$ cat src/rtl/fast_adder_pipe.sv
// fast_adder_pipe: pipelined carry-lookahead adder/subtractor.
// The N = WIDTH*CHUNKS bit word is split into CHUNKS lookahead chunks, one per
// pipeline stage. Each stage registers its chunk sum, the carry into the next
// chunk, and the running word propagate/generate. Operands ride along in skew
// registers and finished sum chunks ride along in de-skew registers. As a
// result, all fields of one operation leave the last stage together.
//
// Build option: FAST_ADDER_PIPE_SUB_EN -- when defined, sub_in selects A - B
// (B inverted, carry-in inverted). When undefined, the block is add-only and
// sub_in is ignored.
//
// Handshake: a beat is accepted on a rising edge where in_valid_in && in_ready_out;
// a result is consumed on a rising edge where out_valid_out && out_ready_in.
// in_ready_out is also the global advance enable: when it is low, every stage
// register and valid bit holds, so results keep issue order and stay stable.
module fast_adder_pipe #(
    parameter int WIDTH  = 4,
    parameter int CHUNKS = 4
) (
    input  logic                      clk_in,
    input  logic                      reset_in,
    input  logic                      in_valid_in,
    output logic                      in_ready_out,
    input  logic [WIDTH*CHUNKS-1:0]   a_in,
    input  logic [WIDTH*CHUNKS-1:0]   b_in,
    input  logic                      c_in,
    input  logic                      sub_in,
    output logic                      out_valid_out,
    input  logic                      out_ready_in,
    output logic [WIDTH*CHUNKS-1:0]   sum_out,
    output logic                      carry_out,
    output logic                      overflow_out,
    output logic                      zero_out,
    output logic                      pg_out,
    output logic                      gg_out
);
    localparam int N = WIDTH * CHUNKS;

    // Effective operands after the optional subtract inversion.
    logic [N-1:0] b_eff;
    logic         cin_eff;

`ifdef FAST_ADDER_PIPE_SUB_EN
    assign b_eff   = sub_in ? ~b_in : b_in;
    assign cin_eff = sub_in ? ~c_in : c_in;
`else
    logic unused_sub;
    assign unused_sub = sub_in;
    assign b_eff      = b_in;
    assign cin_eff    = c_in;
`endif

    // Per-stage registers: valid, operand skew, sum de-skew, chunk carry, pg/gg.
    logic         v_q   [CHUNKS];
    logic [N-1:0] a_q   [CHUNKS];
    logic [N-1:0] b_q   [CHUNKS];
    logic [N-1:0] sum_q [CHUNKS];
    logic         c_q   [CHUNKS];
    logic         pg_q  [CHUNKS];
    logic         gg_q  [CHUNKS];
    logic         zero_q;
    logic         ovf_q;

    // Next values for every stage.
    logic         v_d   [CHUNKS];
    logic [N-1:0] a_d   [CHUNKS];
    logic [N-1:0] b_d   [CHUNKS];
    logic [N-1:0] sum_d [CHUNKS];
    logic         c_d   [CHUNKS];
    logic         pg_d  [CHUNKS];
    logic         gg_d  [CHUNKS];
    logic         zero_d;
    logic         ovf_d;

    // Scratch used while evaluating one stage.
    logic         st_v;
    logic [N-1:0] st_a;
    logic [N-1:0] st_b;
    logic [N-1:0] st_sum;
    logic         st_cin;
    logic         st_pg;
    logic         st_gg;
    logic         grp_g;
    logic         grp_p;
    logic         bit_p;
    logic         bit_g;

    assign in_ready_out = !reset_in && (!v_q[CHUNKS-1] || out_ready_in);

    // Evaluate each stage: lookahead add of chunk s on the data entering stage s.
    always_comb begin
        st_v   = 1'b0;
        st_a   = '0;
        st_b   = '0;
        st_sum = '0;
        st_cin = 1'b0;
        st_pg  = 1'b0;
        st_gg  = 1'b0;
        grp_g  = 1'b0;
        grp_p  = 1'b0;
        bit_p  = 1'b0;
        bit_g  = 1'b0;
        for (int s = 0; s < CHUNKS; s++) begin
            if (s == 0) begin
                st_v   = in_valid_in;
                st_a   = a_in;
                st_b   = b_eff;
                st_sum = '0;
                st_cin = cin_eff;
                st_pg  = 1'b1;
                st_gg  = 1'b0;
            end else begin
                st_v   = v_q[s-1];
                st_a   = a_q[s-1];
                st_b   = b_q[s-1];
                st_sum = sum_q[s-1];
                st_cin = c_q[s-1];
                st_pg  = pg_q[s-1];
                st_gg  = gg_q[s-1];
            end
            // The group generate/propagate prefix uses only bits below i, so
            // every bit carry is G[i-1:0] | P[i-1:0] & cin (lookahead form).
            grp_g = 1'b0;
            grp_p = 1'b1;
            for (int i = 0; i < WIDTH; i++) begin
                bit_p = st_a[s*WIDTH+i] ^ st_b[s*WIDTH+i];
                bit_g = st_a[s*WIDTH+i] & st_b[s*WIDTH+i];
                st_sum[s*WIDTH+i] = bit_p ^ (grp_g | (grp_p & st_cin));
                grp_g = bit_g | (bit_p & grp_g);
                grp_p = grp_p & bit_p;
            end
            v_d[s]   = st_v;
            a_d[s]   = st_a;
            b_d[s]   = st_b;
            sum_d[s] = st_sum;
            c_d[s]   = grp_g | (grp_p & st_cin);
            pg_d[s]  = st_pg & grp_p;
            // Running word generate ignores the carry-in entirely.
            gg_d[s]  = grp_g | (grp_p & st_gg);
        end
        zero_d = (sum_d[CHUNKS-1] == '0);
        ovf_d  = (a_d[CHUNKS-1][N-1] == b_d[CHUNKS-1][N-1]) &&
                 (sum_d[CHUNKS-1][N-1] != a_d[CHUNKS-1][N-1]);
    end

    // Shift every stage together when the pipe may advance; clear all on reset.
    always_ff @(posedge clk_in) begin
        if (reset_in) begin
            for (int s = 0; s < CHUNKS; s++) begin
                v_q[s]   <= 1'b0;
                a_q[s]   <= '0;
                b_q[s]   <= '0;
                sum_q[s] <= '0;
                c_q[s]   <= 1'b0;
                pg_q[s]  <= 1'b0;
                gg_q[s]  <= 1'b0;
            end
            zero_q <= 1'b0;
            ovf_q  <= 1'b0;
        end else if (in_ready_out) begin
            for (int s = 0; s < CHUNKS; s++) begin
                v_q[s]   <= v_d[s];
                a_q[s]   <= a_d[s];
                b_q[s]   <= b_d[s];
                sum_q[s] <= sum_d[s];
                c_q[s]   <= c_d[s];
                pg_q[s]  <= pg_d[s];
                gg_q[s]  <= gg_d[s];
            end
            zero_q <= zero_d;
            ovf_q  <= ovf_d;
        end
    end

    assign out_valid_out = v_q[CHUNKS-1];
    assign sum_out       = sum_q[CHUNKS-1];
    assign carry_out     = c_q[CHUNKS-1];
    assign pg_out        = pg_q[CHUNKS-1];
    assign gg_out        = gg_q[CHUNKS-1];
    assign zero_out      = zero_q;
    assign overflow_out  = ovf_q;

endmodule
$ cat config.mk
export PLATFORM = sky130hd
export DESIGN_NAME = fast_adder_pipe
export DESIGN_NICKNAME = d
export VERILOG_FILES = /design/src/rtl/fast_adder_pipe.sv
export SDC_FILE = /design/constraint.sdc
export NUM_CORES = 1
export LEC_CHECK = 0
export ABC_AREA = 1
export CAP_MARGIN = 10
export CORE_MARGIN = 1.5
export CORE_UTILIZATION = 40
export CTS_CLUSTER_SIZE = 16
export DETAILED_ROUTE_END_ITERATION = 16
export SYNTH_ARGS = -nofsm -noshare
export SYNTH_HDL_FRONTEND = slang
export SYNTH_SLANG_ARGS = --single-unit
export TNS_END_PERCENT = 30
$ cat constraint.sdc
create_clock -name clk_in -period 7.3 [get_ports clk_in]
set_input_delay 1.825 -clock clk_in [delete_from_list [all_inputs] [get_ports clk_in]]
set_output_delay 1.825 -clock clk_in [all_outputs]
set_load 0.05 [all_outputs]
### Word-level counts from Yosys, hierarchy flattened

Memories as Yosys holds them, arrays and structs flattened.
Cells that the tools add are included.

| cells by class | value |
|---|---|
| equality and inequality tests | 2 |
| muxes and demuxes | 33 |
| bitwise logic cells | 153 |
| reductions and logical operators | 6 |

Operators with widths:

| cell | number |
|---|---|
| two-way mux 16 bit | 12 |
| AND 1 bit | 62 |
| OR 1 bit | 59 |
| XOR 1 bit | 32 |
| two-way mux 1 bit | 21 |
| zero test 16 bit | 1 |
| logical AND 1 bit | 2 |
| zero test 1 bit | 2 |
| == test 1 bit | 1 |
| logical OR 1 bit | 1 |
| != test 1 bit | 1 |

| word-level totals | value |
|---|---|
| register bits | 2 |
| bits in writable memories | 208 |
| input port bits | 38 |
| output and inout port bits | 23 |
| logic and storage cells | 203 |
| memories | 7 |

Memory list:

| memory | words | bits a word | rd ports | clocked after Yosys merged registers in | wr ports | RTL line | RTL |
|---|---|---|---|---|---|---|---|
| a_q | 4 | 16 | 3 | 0 | 4 | 55 | `logic [N-1:0] a_q [CHUNKS];` |
| b_q | 4 | 16 | 3 | 0 | 4 | 56 | `logic [N-1:0] b_q [CHUNKS];` |
| sum_q | 4 | 16 | 4 | 0 | 4 | 57 | `logic [N-1:0] sum_q [CHUNKS];` |
| c_q | 4 | 1 | 4 | 0 | 4 | 58 | `logic c_q [CHUNKS];` |
| gg_q | 4 | 1 | 4 | 0 | 4 | 60 | `logic gg_q [CHUNKS];` |
| pg_q | 4 | 1 | 4 | 0 | 4 | 59 | `logic pg_q [CHUNKS];` |
| 1 more memories | - | - | - | - | - | - |  |

### Logic depth before layout (Yosys ltp)

An unclocked memory read counts as a cell.

| logic depth | value |
|---|---|
| word-level depth | 10 |
| gate-level depth with buffers | 10 |
| gate-level depth less buffers | 10 |

### Worst setup path after synthesis

No wires, ideal clock.

| timing | value |
|---|---|
| kind | input to register |
| start | in out_ready_in |
| end | mem a_q[0][10] (netlist bit) (enable) |
| setup time | 0.466 ns |
| data arrival time | 4.228 ns |
| required time | 6.834 ns |
| path slack | 2.606 ns |
| cell stages on the path | 4 |
| buffers on the path | 0 |
| cells stage by stage | inv_2 nand2_2 inv_1 nand2_1 |

RTL lines:

| what | RTL line | RTL |
|---|---|---|
| start: declaration | 29 | `input logic out_ready_in,` |
| end: declaration | 55 |  |

### Worst setup path after layout

| timing | value |
|---|---|
| start | in out_ready_in |
| end | out in_ready_out |

| between the ends | value |
|---|---|
| cells in the longest elaborated chain, start to end | 2 |

RTL lines:

| what | RTL line | RTL |
|---|---|---|
| logical OR 1 bit | 88 | `assign in_ready_out = !reset_in && (!v_q[CHUNKS-1] \|\| out_ready_in);` |
| logical AND 1 bit | 88 |  |
| end: declaration | 23 | `output logic in_ready_out,` |

No other way between the ends.

==> impl_metrics.toml <==
[status]
status = "complete, but fails checks"
violations = "DRC"

[yosys]
dominant_combinational_cell_family_by_area_after_synthesis = "simple AND/OR/NAND/NOR gates"
netlist-cell-type-count = 21
mappedNetlistNets = 508
synthesized_area_fraction_occupied_by_xor_and_xnor_cells_pct = 0.5486
synth_compound_area_share_pct = 2.038
synth_seq_area_share_pct = 66.04
synth_simple_gate_area_share_pct = 16.20
yosysTopAreaCell = "sky130_fd_sc_hd__edfxtp_1"
post_synth_main_area_contributors = "sky130_fd_sc_hd__edfxtp_1, sky130_fd_sc_hd__nor2_1, sky130_fd_sc_hd__inv_1"
ys.warnings.count = 0
synth_cells = 450
synth_fa_ha_area_share_pct = 5.852
ys_seq_elements = 106
synth.cell_area_sq_um = 4790
muxShareOfSynthArea_pct = 0
post_synth_top_area_share_pct = 65.20
syn-mean-instance-area_sq_um = 10.64

[grt]
first_pass_grt_wire_length_mm = 12.26
grt_pass1_vias = 2870
pin_count_of_the_biggest_net_entering_global_routing = 100
antenna_violations_before_repair = 0
globalRouteOverflowTotal = 0
globalRouteTotalUtil_pct = 12.32

[sta]
clock-skew-final_ns = 0.006343
timing.final.hold_violations = 0
grt_setup_unrepaired = "no"
layout_worst_path_cycle_share_pct = 72.67
finalSetupViolCount = 0
max_freq_ghz = 0.1885
max_slew.worst_pin.slew_ns = 0.9808
min_period_ns = 5.305
slew_violations = 0
post-route-worst-setup-slack_ns = 1.995
total_negative_slack_for_setup_checks_ns = 0
maxSlewHeadroom_pct = 34.61

[clock_network]
clock_transition_at_path_regs_ns = 0.07
clkLatencyLatePin_ns = 0.34
clock_path_buffers = 2
cts_inserted_buffers = 9
post_cts.resized_instances = 0
tritoncts = "built"
cts_setup_buffers = 0
clk_root_buffer_cell = "sky130_fd_sc_hd__clkbuf_16"
cts_hold_repair.buffers = 0
numClockSinks = 106
cts-htree-levels = 3

[critical_path]
timing.setup.critical_path_class = "input pin to output port"
critical_path.reg2reg.endpoint = "b_q[0][8]$_SDFFCE_PN0P_"
startpoint_type = "input pin"
worst_ep_required_time_ns = 5.48
path_cells = "clkdlybuf4s50_1 > inv_2 > nand2_2 > nand2_4 > inv_2 > clkdlybuf4s50_1"
cpLargestDelayFamily = "buffers and inverters"
max_stage_delay_ns = 0.84
critical_path_sink_type = "output port"
worst-path-buf-inv = 4
path_depth_of_the_worst_reg2reg_path = 4
timing.critical_path.arrival_ns = 3.48
slowest_stage = "sky130_fd_sc_hd__clkdlybuf4s50_1"
timing.critical_path.fanout_max = 8
timing.reg2reg.setup_slack_ns = 5.15
crit-reg2reg-launch = "v_q[3]$_DFFE_PP_"

[layout]
multi_input_area_sq_um = 1187
finish.instance_area_sq_um = 5823
final.fill_count = 1041
filler_free_cell_count_of_the_finished_design = 660
seqCellArea_sq_um = 3163
antenna_cells = 0
flow.area_growth_from_synthesis_pct = 21.58
fin_nets = 570
final_layout_size_suffix_gt1_share_pct = 5.609

[die]
row_count = 39
die_height_um = 112.4
initial_cell_density_of_the_core_pct = 41.42
core_area_sq_um = 11560
die_area_sq_um = 12640
fp.dieW_um = 112.4
ioPinCount = 61

[job]
max-cap-violations = 0

[routing]
drtPass1Iterations = 12
drtAntennaViolNets = 0
drt-initial-drc-count = 104
dr_total_vias = 2980
viasPerCell = 4.515
routed_wire_length_per_instance_um = 10.86
detail_route.wirelength_mm = 7.168
drt_drc_violations_left = 3

[placed_design]
dp_worst_setup_slack_ns = 1.980
numPlacedInstances = 644
dpl-instance-area_sq_um = 5525
routabilityCongestion = 0.7816
place_hpwl_mm = 4.639
number_of_buffers_inserted_by_port_buffering = 59

[hold_path]
worst_hold_path.num_cells = 2
hold_path_end = "overflow_out$_SDFFE_PP0P_"
min-delay-path-class = "flip-flop to flip-flop"
worstHoldStart = "overflow_out$_SDFFE_PP0P_"

[power_and_ir_drop]
vdd_drop_max_mv = 0.1050
power.density_nw_per_um2 = 232.6
static-leakage-power_nw = 2.604
cells in the mapped netlist:
library cell	number
sky130_fd_sc_hd__nand3_1	14
sky130_fd_sc_hd__ha_1	16
sky130_fd_sc_hd__xnor2_1	3
sky130_fd_sc_hd__inv_1	101
sky130_fd_sc_hd__buf_6	1
sky130_fd_sc_hd__nand2_1	53
sky130_fd_sc_hd__nand4_1	5
sky130_fd_sc_hd__a21oi_1	14
sky130_fd_sc_hd__nand2_4	1
sky130_fd_sc_hd__fa_1	4
sky130_fd_sc_hd__buf_2	9
sky130_fd_sc_hd__nand3b_1	1
sky130_fd_sc_hd__nor2_1	108
sky130_fd_sc_hd__o21a_1	3
sky130_fd_sc_hd__edfxtp_1	104
sky130_fd_sc_hd__o21ai_0	1
sky130_fd_sc_hd__nand3_2	1
sky130_fd_sc_hd__dfxtp_1	2
sky130_fd_sc_hd__inv_2	3
sky130_fd_sc_hd__nor3_2	1
sky130_fd_sc_hd__nand2_2	5
per-layer routing:
metal  track usage (%)  share of wire [%]  vias up
li1                  -                  -     1536
met1             13.43                 44     1382
met2             22.86                 51       54
met3             2.970                3.8        8
met4             5.232                1.6        0
met5                 0                  0        -
registers in the layout, summed over array words and instances (netlist names):
name	count
a_q	24
b_q	24
overflow_out	1
sum_q	40
c_q	4
pg_q	4
gg_q	4
zero_out	1
v_q	4
kinds of logic after synthesis:
group           after synthesis
compound gates               18
xor+xnor                      3
fa+ha+maj                    20
buf+inv                     114
flops                       106
simple gates                189
how the worst max path moves through the flow:
stage | cells after the start | startpoint | slack, ns | endpoint
after floorplan | 4 | out_ready_in | 2.61 | a_q[0][10]$_SDFFCE_PN0P_
after global placement | 6 | out_ready_in | 1.99 | in_ready_out
after detailed placement | 6 | out_ready_in | 1.98 | in_ready_out
after CTS | 6 | out_ready_in | 1.98 | in_ready_out
after global routing | 6 | out_ready_in | 1.93 | in_ready_out
final | 6 | out_ready_in | 2.00 | in_ready_out
cell usage in the layout (no fill, tap or decap):
| cell | instances |
|---|---|
| sky130_fd_sc_hd__clkbuf_8 | 1 |
| sky130_fd_sc_hd__a21oi_1 | 14 |
| sky130_fd_sc_hd__nor2_1 | 108 |
| sky130_fd_sc_hd__bufinv_16 | 1 |
| sky130_fd_sc_hd__clkdlybuf4s50_1 | 59 |
| sky130_fd_sc_hd__inv_2 | 3 |
| sky130_fd_sc_hd__clkbuf_16 | 9 |
| sky130_fd_sc_hd__nor3_2 | 1 |
| sky130_fd_sc_hd__fa_1 | 4 |
| sky130_fd_sc_hd__ha_1 | 16 |
| sky130_fd_sc_hd__nand4_1 | 5 |
| sky130_fd_sc_hd__nand3_2 | 1 |
| sky130_fd_sc_hd__inv_1 | 101 |
| sky130_fd_sc_hd__nand3_1 | 14 |
| sky130_fd_sc_hd__xnor2_1 | 3 |
| sky130_fd_sc_hd__clkbuf_1 | 1 |
| sky130_fd_sc_hd__buf_4 | 2 |
| sky130_fd_sc_hd__clkinvlp_4 | 2 |
| sky130_fd_sc_hd__nand2_1 | 52 |
| sky130_fd_sc_hd__nand2_2 | 5 |
| sky130_fd_sc_hd__o21a_1 | 3 |
| sky130_fd_sc_hd__dfxtp_1 | 2 |
| sky130_fd_sc_hd__nand3b_1 | 1 |
| sky130_fd_sc_hd__edfxtp_1 | 104 |
| sky130_fd_sc_hd__o21ai_0 | 1 |
| sky130_fd_sc_hd__nand2_4 | 2 |
| sky130_fd_sc_hd__clkinv_2 | 2 |
power breakdown:
part           internal (mW)  total [mW]  switching, mW  leakage, nW
clock                  0.274       0.476          0.202        0.142
sequential             0.711       0.725         0.0143         1.25
combinational         0.0622       0.154         0.0914         1.21
total                   1.05        1.35          0.308         2.60
cell type report:
cell class / instances / share of cell area, %
Clock inverter: 5 / 0.9454
Sequential cell: 106 / 54.32
Inverter: 104 / 6.704
Tap cell: 143 / 3.073
Multi-Input combinational cell: 230 / 20.39
Clock buffer: 11 / 4.168
Timing Repair Buffer: 61 / 10.40
metrics by stage:
stage / hold slack, ns / util, % / power [mW]
after floorplan: 0.5192 / - / 0.8388
after global placement: 0.4654 / 47.78 / 0.8896
after detailed placement: 0.4694 / 47.78 / 0.8931
after CTS: 0.4784 / 50.35 / 1.371
after global routing: 0.5063 / 50.35 / 1.415
final: 0.4729 / 50.35 / 1.355
worst register-to-register path, delay by kind of cell, from the launching register on:
family	cells	cell delay [ns]
and+or+nand+nor	2	0.48
DFF	1	0.40
buffers and inverters	2	0.88
Power figures use the tool's default switching activity.
